<file path="src/rtl/sevenseg_ext_scanner.sv">
// Multiplexed seven-segment scan driver producing {blank, dp, dash, nibble} codes and active-low anodes.
// Optional brightness control (duty input) enabled by defining SEVENSEG_SCAN_BRIGHT_EN.
module sevenseg_ext_scanner #(
    parameter int NDIGITS   = 8,
    parameter int DIV_COUNT = 100000
) (
    input  logic                   clk,
    input  logic                   rst,
    input  logic                   enable,
    input  logic                   load,
    input  logic [4*NDIGITS-1:0]   value,
    input  logic [NDIGITS-1:0]     dp_mask,
    input  logic [NDIGITS-1:0]     dash_mask,
    input  logic                   blank_lz,
`ifdef SEVENSEG_SCAN_BRIGHT_EN
    input  logic [3:0]             duty,
`endif
    output logic [6:0]             d_ext,
    output logic [NDIGITS-1:0]     an_n,
    output logic                   frame_done
);

    localparam int PW = (DIV_COUNT > 1) ? $clog2(DIV_COUNT) : 1;
    localparam int IW = (NDIGITS > 1) ? $clog2(NDIGITS) : 1;
    localparam logic [6:0] BLANK_CODE = 7'b1000000;

    logic [4*NDIGITS-1:0] shadow_value;
    logic [NDIGITS-1:0]   shadow_dp;
    logic [NDIGITS-1:0]   shadow_dash;
    logic [PW-1:0]        prescaler;
    logic [IW-1:0]        idx;
    logic [IW-1:0]        next_idx;
    logic [NDIGITS-1:0]   an_q;
    logic [6:0]           d_q;
    logic [6:0]           next_code;
    logic [3:0]           sel_nibble;
    logic                 upper_zero;
    logic                 tick;

    assign tick = enable && (prescaler == PW'(DIV_COUNT - 1));

    always_ff @(posedge clk or posedge rst) begin
        if (rst) begin
            shadow_value <= '0;
            shadow_dp    <= '0;
            shadow_dash  <= '0;
        end else if (load) begin
            shadow_value <= value;
            shadow_dp    <= dp_mask;
            shadow_dash  <= dash_mask;
        end
    end

    // Code for the digit about to be selected, built from the shadow frame as it stands before this edge.
    always_comb begin
        next_idx   = (idx == IW'(NDIGITS - 1)) ? '0 : idx + IW'(1);
        upper_zero = 1'b1;
        sel_nibble = '0;
        for (int j = 0; j < NDIGITS; j++) begin
            if (j >= int'(next_idx)) begin
                if (shadow_value[4*j +: 4] != 4'd0 || shadow_dash[j]) begin
                    upper_zero = 1'b0;
                end
            end
            if (IW'(j) == next_idx) begin
                sel_nibble = shadow_value[4*j +: 4];
            end
        end
        if (blank_lz && next_idx != '0 && upper_zero) begin
            next_code = BLANK_CODE;
        end else begin
            next_code = {1'b0, shadow_dp[next_idx], shadow_dash[next_idx], sel_nibble};
        end
    end

    always_ff @(posedge clk or posedge rst) begin
        if (rst) begin
            prescaler  <= '0;
            idx        <= IW'(NDIGITS - 1);
            an_q       <= '1;
            d_q        <= BLANK_CODE;
            frame_done <= 1'b0;
        end else if (!enable) begin
            prescaler  <= '0;
            idx        <= IW'(NDIGITS - 1);
            an_q       <= '1;
            d_q        <= BLANK_CODE;
            frame_done <= 1'b0;
        end else if (tick) begin
            prescaler  <= '0;
            idx        <= next_idx;
            an_q       <= ~(NDIGITS'(1) << next_idx);
            d_q        <= next_code;
            frame_done <= (next_idx == '0);
        end else begin
            prescaler  <= prescaler + PW'(1);
            frame_done <= 1'b0;
        end
    end

`ifdef SEVENSEG_SCAN_BRIGHT_EN
    logic lit_q;

    // Registered on-window so the dark portion begins the cycle after the compare fails.
    always_ff @(posedge clk or posedge rst) begin
        if (rst) begin
            lit_q <= 1'b0;
        end else if (!enable) begin
            lit_q <= 1'b0;
        end else begin
            lit_q <= (32'(prescaler) * 32'd16) < (32'(DIV_COUNT) * 32'(duty));
        end
    end

    assign an_n  = lit_q ? an_q : '1;
    assign d_ext = lit_q ? d_q : BLANK_CODE;
`else
    assign an_n  = an_q;
    assign d_ext = d_q;
`endif

endmodule

</file>
<file path="config.mk">
export PLATFORM = sky130hd
export DESIGN_NAME = sevenseg_ext_scanner
export DESIGN_NICKNAME = d
export VERILOG_FILES = /design/src/rtl/sevenseg_ext_scanner.sv
export SDC_FILE = /design/constraint.sdc
export NUM_CORES = 1
export LEC_CHECK = 0
export ABC_AREA = 1
export BUFFER_PORTS_ARGS = -buffer_cell sky130_fd_sc_hd__buf_2
export CORE_ASPECT_RATIO = 1.5
export CORE_MARGIN = 1
export CORE_UTILIZATION = 51
export DETAILED_ROUTE_END_ITERATION = 8
export GPL_ROUTABILITY_DRIVEN = 0
export PLACE_DENSITY = 0.82
export SLEW_MARGIN = 5
export SYNTH_ARGS = -nofsm -noshare
export SYNTH_HDL_FRONTEND = slang
export SYNTH_SLANG_ARGS = --single-unit
</file>
<file path="constraint.sdc">
create_clock -name clk -period 2.52 [get_ports clk]
set_clock_uncertainty 0.05 [all_clocks]
set_input_delay 0.252 -clock clk [delete_from_list [all_inputs] [get_ports clk]]
set_output_delay 0.252 -clock clk [all_outputs]
set_load 0.02 [all_outputs]
</file>
# Yosys cells after proc, flatten, opt, wreduce, memory -nomap -nowiden
# Cells that the tools add are included.
dict set report op_classes {
  shifts 1
  magnitude_cmp 8
  eq_ne 10
  bitwise_logic 1
  reduce_logical 21
  add_sub_neg 2
  n_mux 39
}
# cell count
set ops {}
lappend ops {{17-bit 2-to-1 mux} 2}
lappend ops {{4-bit 2-to-1 mux} 8}
lappend ops {{4-bit nonzero test} 8}
lappend ops {{7-bit 2-to-1 mux} 3}
lappend ops {{1-bit 2-to-1 mux} 19}
lappend ops {{17-bit by 1-bit adder with 17-bit output, second input constant} 1}
lappend ops {{17-bit == test, second input constant} 1}
lappend ops {{8-bit 2-to-1 mux} 2}
lappend ops {{3-bit == test, first input constant} 4}
lappend ops {{3-bit greater-or-equal comparator, first input constant} 3}
lappend ops {{3-bit 2-to-1 mux} 3}
lappend ops {{1-bit logical OR} 8}
lappend ops {{8-bit inverter} 1}
lappend ops {{1-bit by 3-bit left shift with 8-bit output, first input constant} 1}
lappend ops {{1-bit binary-select mux with 3-bit select} 2}
lappend ops {{2-bit by 3-bit == test with 1-bit output, first input constant} 2}
lappend ops {{1-bit by 3-bit greater-or-equal comparator with 1-bit output, first input constant} 2}
lappend ops {{2-bit by 3-bit greater-or-equal comparator with 1-bit output, first input constant} 2}
lappend ops {{3-bit by 4-bit < comparator with 1-bit output, second input constant} 1}
lappend ops {{3-bit by 1-bit adder with 3-bit output, second input constant} 1}
lappend ops {{1-bit by 3-bit == test with 1-bit output, first input constant} 1}
lappend ops {{3-bit == test, second input constant} 1}
lappend ops {{1-bit logical AND} 3}
lappend ops {{3-bit zero test} 1}
lappend ops {{2 further kinds} 2}
dict set report word_totals {
  wordCells 90
  out_inout_bits 16
  reg_bits 84
  inputBits 53
}

# Longest topological paths before layout
dict set report depth {
  word_depth 21
  depth_mapped 14
  ltp_nobuf 14
}

# Worst setup path before layout
# Ideal clock, no wire load.
dict set report synth_path {
  path_kind {flip-flop to flip-flop}
  start {register idx[0]}
  end {register d_q[0], in the netlist d_ext[0]}
  synth_period_minus_slack_ns 1.904
  n_path_buf 1
  path_stages_with_launch 13
  arrival_ns 1.789
  t_required_ns 2.405
  setup_time_ns 0.065
  setup_slack_ns 0.616
  path_cell_list {dfstp_2 -> ha_1 -> ha_1 -> inv_2 -> buf_2 -> nor2_4 -> inv_2 -> o21ai_1 -> a21oi_1 -> nor2_1 -> nand2_1 -> nand4_1 -> nand2_1}
}
dict set report synth_between {
  elab_chain_cells 21
  word_cells_on_any_way 46
  classes_between {1 x add/sub; 7 x order compare; 8 x eq/ne; 26 x mux; 4 x reduce/logical}
}
# item line
set synth_rtl {}
lappend synth_rtl {{start: declaration} 31} ;# logic [IW-1:0] idx;
lappend synth_rtl {{start signal: assignment} 79} ;# idx <= IW'(NDIGITS - 1);
lappend synth_rtl {{start signal: assignment} 85} ;# idx <= IW'(NDIGITS - 1);
lappend synth_rtl {{start signal: assignment} 91} ;# idx <= next_idx;
lappend synth_rtl {{3-bit by 1-bit adder with 3-bit output / 3-bit == test (equally long branches)} 56} ;# next_idx = (idx == IW'(NDIGITS - 1)) ? '0 : idx + IW'(1);
lappend synth_rtl {{3-bit 2-to-1 mux *} 56}
lappend synth_rtl {{1-bit by 3-bit greater-or-equal comparator with 1-bit output} 60} ;# if (j >= int'(next_idx)) begin
lappend synth_rtl {{1-bit 2-to-1 mux} 60}
lappend synth_rtl {{1-bit 2-to-1 mux} 61} ;# if (shadow_value[4*j +: 4] != 4'd0 || shadow_dash[j]) begin
lappend synth_rtl {{1-bit 2-to-1 mux} 60}
lappend synth_rtl {{1-bit 2-to-1 mux} 61}
lappend synth_rtl {{1-bit 2-to-1 mux} 60}
lappend synth_rtl {{[... 5 more ...]} -}
lappend synth_rtl {{1-bit 2-to-1 mux} 60}
lappend synth_rtl {{1-bit 2-to-1 mux} 61}
lappend synth_rtl {{1-bit 2-to-1 mux} 60}
lappend synth_rtl {{1-bit 2-to-1 mux} 61}
lappend synth_rtl {{1-bit logical AND} 69} ;# if (blank_lz && next_idx != '0 && upper_zero) begin
lappend synth_rtl {{7-bit 2-to-1 mux *} 69}
lappend synth_rtl {{7-bit 2-to-1 mux *} 89} ;# end else if (tick) begin
lappend synth_rtl {{7-bit 2-to-1 mux *} 83} ;# end else if (!enable) begin
lappend synth_rtl {{end signal: assignment} 93} ;# d_q <= next_code;
lappend synth_rtl {{end: declaration} 34} ;# logic [6:0] d_q;
# Mark *: on every way between the ends. The rest lies on a longest branch, timed or not. The select of a mux whose other input is x is not followed.
# A chain may end at the register's enable or synchronous reset.

# Final worst setup path
dict set report layout_path {
  start {register idx[1]}
  end {register d_q[3], in the netlist d_ext[3]}
}
# The elaborated chain is that of the path after synthesis.

==> metrics.txt <==
worst setup slack before clock tree synthesis 0.391 ns; antenna diode count 0; power consumption 3.18 mW; post-route ant nets 0; HPWL after detailed placement 7280 µm; Comb pwr share 15.0%; input/output buffers 68; number of buffers inserted during clock tree synthesis 9; switch share 27.3%; row cnt 39; power per cell area 661 nW/µm²; Max Cap Viol 0; FILL cells 681; static power due to leakage 2.29 nW; count of flip-flops with a built-in enable after synthesis 0; DR WL/cell 15.1 µm; Die Area 8380 µm²; number of max-slew violations in the final report 0; initial cell density of the core 53.0%; area inside the core boundary 7710 µm²; layout overhead on the synthesized area 17.7%; synthesis warning total 0; die height 112 µm; endpoints failing hold 0; clock transition time at the flip-flop clock pins of the worst setup and hold paths 0.06 ns; iteration-0 DRC count of the detailed router 184; proportion of synthesized flip-flops having asynchronous set or reset 100%; total global-route track usage 25.8%; via count 3466; proportion of layout cells with a drive suffix above 1 26.8%; cell area after placement 4530 µm²; count of H-tree levels built during CTS 3; wire length of the first global-routing pass 16100 µm; remaining design rule violation count 0; Cells after Synth 469; number of vias per cell after detailed routing 5.36; most area-consuming cells after synthesis sky130_fd_sc_hd__dfrtp_1, sky130_fd_sc_hd__nand2_1, sky130_fd_sc_hd__dfstp_2; post-route clock period utilization 85.7%; fin nets 596; cell type with the highest aggregate area in the netlist sky130_fd_sc_hd__dfrtp_1; insertion delay to the later sink of the worst-skew pair 0.35 ns; largest driver fanout on the critical path 11; top-level I/O count 69; total length of routed wires 9750 µm; clock root buffer sky130_fd_sc_hd__clkbuf_16; Cell variety after synth 35; top cells by instance count after synthesis sky130_fd_sc_hd__nand2_1, sky130_fd_sc_hd__dfrtp_1, sky130_fd_sc_hd__inv_1; maximum number of pins on one net before global-route repair 48; kind of end point of the critical path flip-flop; most numerous cell in the Yosys netlist sky130_fd_sc_hd__nand2_1; setup violation total in the final timing report 0; final critical path time including I/O delays and setup 2.16 ns; maximum root-to-sink buffer count 2; vias in the first global route 3530; outcome finished clean; design area 4810 µm²; number of sinks on the clock net 84; primary flip-flop cell chosen by synthesis mapping sky130_fd_sc_hd__dfrtp_1; Die W 75.1 µm; total nets after synthesis 525; RSZ-0062 raised after global routing no; kind of path behind the tightest hold check in2reg; Worst Slack Setup Final 0.361 ns; crit start category flip-flop; Remaining Overflow, GRT 0; final-layout setup total negative slack 0 ns; Detailed Routing Iterations Pass 1 5; transition time at the pin with the least slew margin 0.832 ns; Slew headroom 44.5%; internal power consumption 2.31 mW; required arrival time at the worst endpoint 2.76 ns; post-layout util 62.4%; Critical Path AT 2.40 ns; clock share of power 37.6%; sequential-to-total area share from yosys stat 51.8%; Cell Area, Synth 4090 µm²; Synth Area per Inst 8.71 µm²; antenna violations before repair 0; achievable frequency 463 MHz; area share of the leading cell type in the synthesized netlist 44.1%; type of the worst setup path reg2reg; number of synthesized register bits 84; worst vdd ir 0.563 mV; switching power of the nets 0.868 mW; TritonCTS clock tree built; sequential share of power 47.5%
==> repair_timing <==
item                      in CTS  in global routing
gates resized for setup        0                  0
hold buffers                   1                  0
setup buffers                  0                  0
hold endpoints to repair      35                  0
==> layer usage <==
layer,wire [µm],global-route usage [%],vias to the layer above
met1,3820,29.8,1607
met5,0,0,-
met4,507,17.4,0
met3,498,5.43,43
li1,-,-,1684
met2,4920,41.9,132
==> kinds of logic after synthesis <==
group	Yosys count	synth area share [%]
buf+inv	68	6.83
mux	23	6.34
fa+ha+maj	3	0.919
xor+xnor	2	0.429
compound gates	69	9.19
simple gates	220	24.5
flops	84	51.8
==> worst paths after layout <==
path / startpoint / endpoint / slack (ns) / cells past startpoint
setup / recovery: idx[1] / d_ext[3] / 0.36 / 13
hold / removal: dash_mask[3] / shadow_dash[3] / 0.06 / 3
setup reg to reg: idx[1] / d_ext[3] / 0.36 / 13
hold reg to reg: prescaler[0] / prescaler[0] / 0.42 / 1
max in group asynchronous: rst / idx[1] / 1.22 / 4
min in group asynchronous: rst / shadow_value[4] / 0.48 / 3
==> cell usage in the layout (no fill, tap or decap), types with 2 or more instances in the layout <==
cell type and n:
sky130_fd_sc_hd__inv_1 46, sky130_fd_sc_hd__nand2_1 106, sky130_fd_sc_hd__inv_2 7, sky130_fd_sc_hd__o22ai_1 6
sky130_fd_sc_hd__dfrtp_1 72, sky130_fd_sc_hd__nor3_1 13, sky130_fd_sc_hd__nand2_4 2, sky130_fd_sc_hd__buf_4 4
sky130_fd_sc_hd__nand2_2 2, sky130_fd_sc_hd__nor2_4 3, sky130_fd_sc_hd__nor2_2 4, sky130_fd_sc_hd__mux2_2 23
sky130_fd_sc_hd__nor2_1 41, sky130_fd_sc_hd__clkbuf_16 9, sky130_fd_sc_hd__xor2_1 2, sky130_fd_sc_hd__ha_1 3
sky130_fd_sc_hd__o221ai_1 2, sky130_fd_sc_hd__o21ai_1 3, sky130_fd_sc_hd__dfstp_2 12, sky130_fd_sc_hd__nand4_1 18
sky130_fd_sc_hd__a21oi_1 17, sky130_fd_sc_hd__o21ai_0 36, sky130_fd_sc_hd__clkinv_2 5, sky130_fd_sc_hd__nand3_1 27
sky130_fd_sc_hd__buf_2 68
==> power by group through the flow <==
stage	Combinational [mW]	Clock [mW]	Sequential (mW)
final	0.476	1.19	1.51
after detailed placement	0.472	0	1.53
after floorplan	0.327	0	1.52
after CTS	0.476	1.21	1.51
after global routing	0.534	1.27	1.52
after global placement	0.455	0	1.53
==> registers in the layout, indices dropped and copies added (netlist names) <==
name          cells
frame_done        1
prescaler        17
d_ext             7
shadow_dp         8
an_n              8
shadow_dash       8
shadow_value     32
idx               3
==> through the flow <==
| stage | cells | hold slack (ns) |
|---|---|---|
| 6_report | 647 | 0.0618 |
| 5_1_grt | 647 | 0.0825 |
| 4_1_cts | 647 | 0.0571 |
| 3_5_place_dp | 630 | 0.305 |
| 3_3_place_gp | 630 | 0.298 |
| 2_1_floorplan | 469 | 0.323 |
==> layout make-up <==
cell class              count  area [µm²]  area share (%)
repair buffers             74         400            8.33
flip-flops and latches     84        2120            44.0
inverters                  54         204            4.24
well taps                 102         128            2.65
multi-input cells         317        1690            35.1
clock buffers              11         243            5.05
clock inverters             5        27.5           0.572
==> critical path: stages (launching register included) <==
cell                      delay [ns]
sky130_fd_sc_hd__dfstp_2        0.54
sky130_fd_sc_hd__ha_1           0.15
sky130_fd_sc_hd__ha_1           0.28
sky130_fd_sc_hd__inv_2          0.20
sky130_fd_sc_hd__nand2_2        0.16
sky130_fd_sc_hd__nor2_2         0.15
sky130_fd_sc_hd__nand2_1        0.08
sky130_fd_sc_hd__nand3_1        0.07
sky130_fd_sc_hd__nand2_1        0.05
sky130_fd_sc_hd__nand2_1        0.06
sky130_fd_sc_hd__nand2_1        0.05
sky130_fd_sc_hd__nand2_1        0.11
sky130_fd_sc_hd__nand4_1        0.09
sky130_fd_sc_hd__nand2_1        0.07
Note: power is estimated with default switching activity, not from simulation.
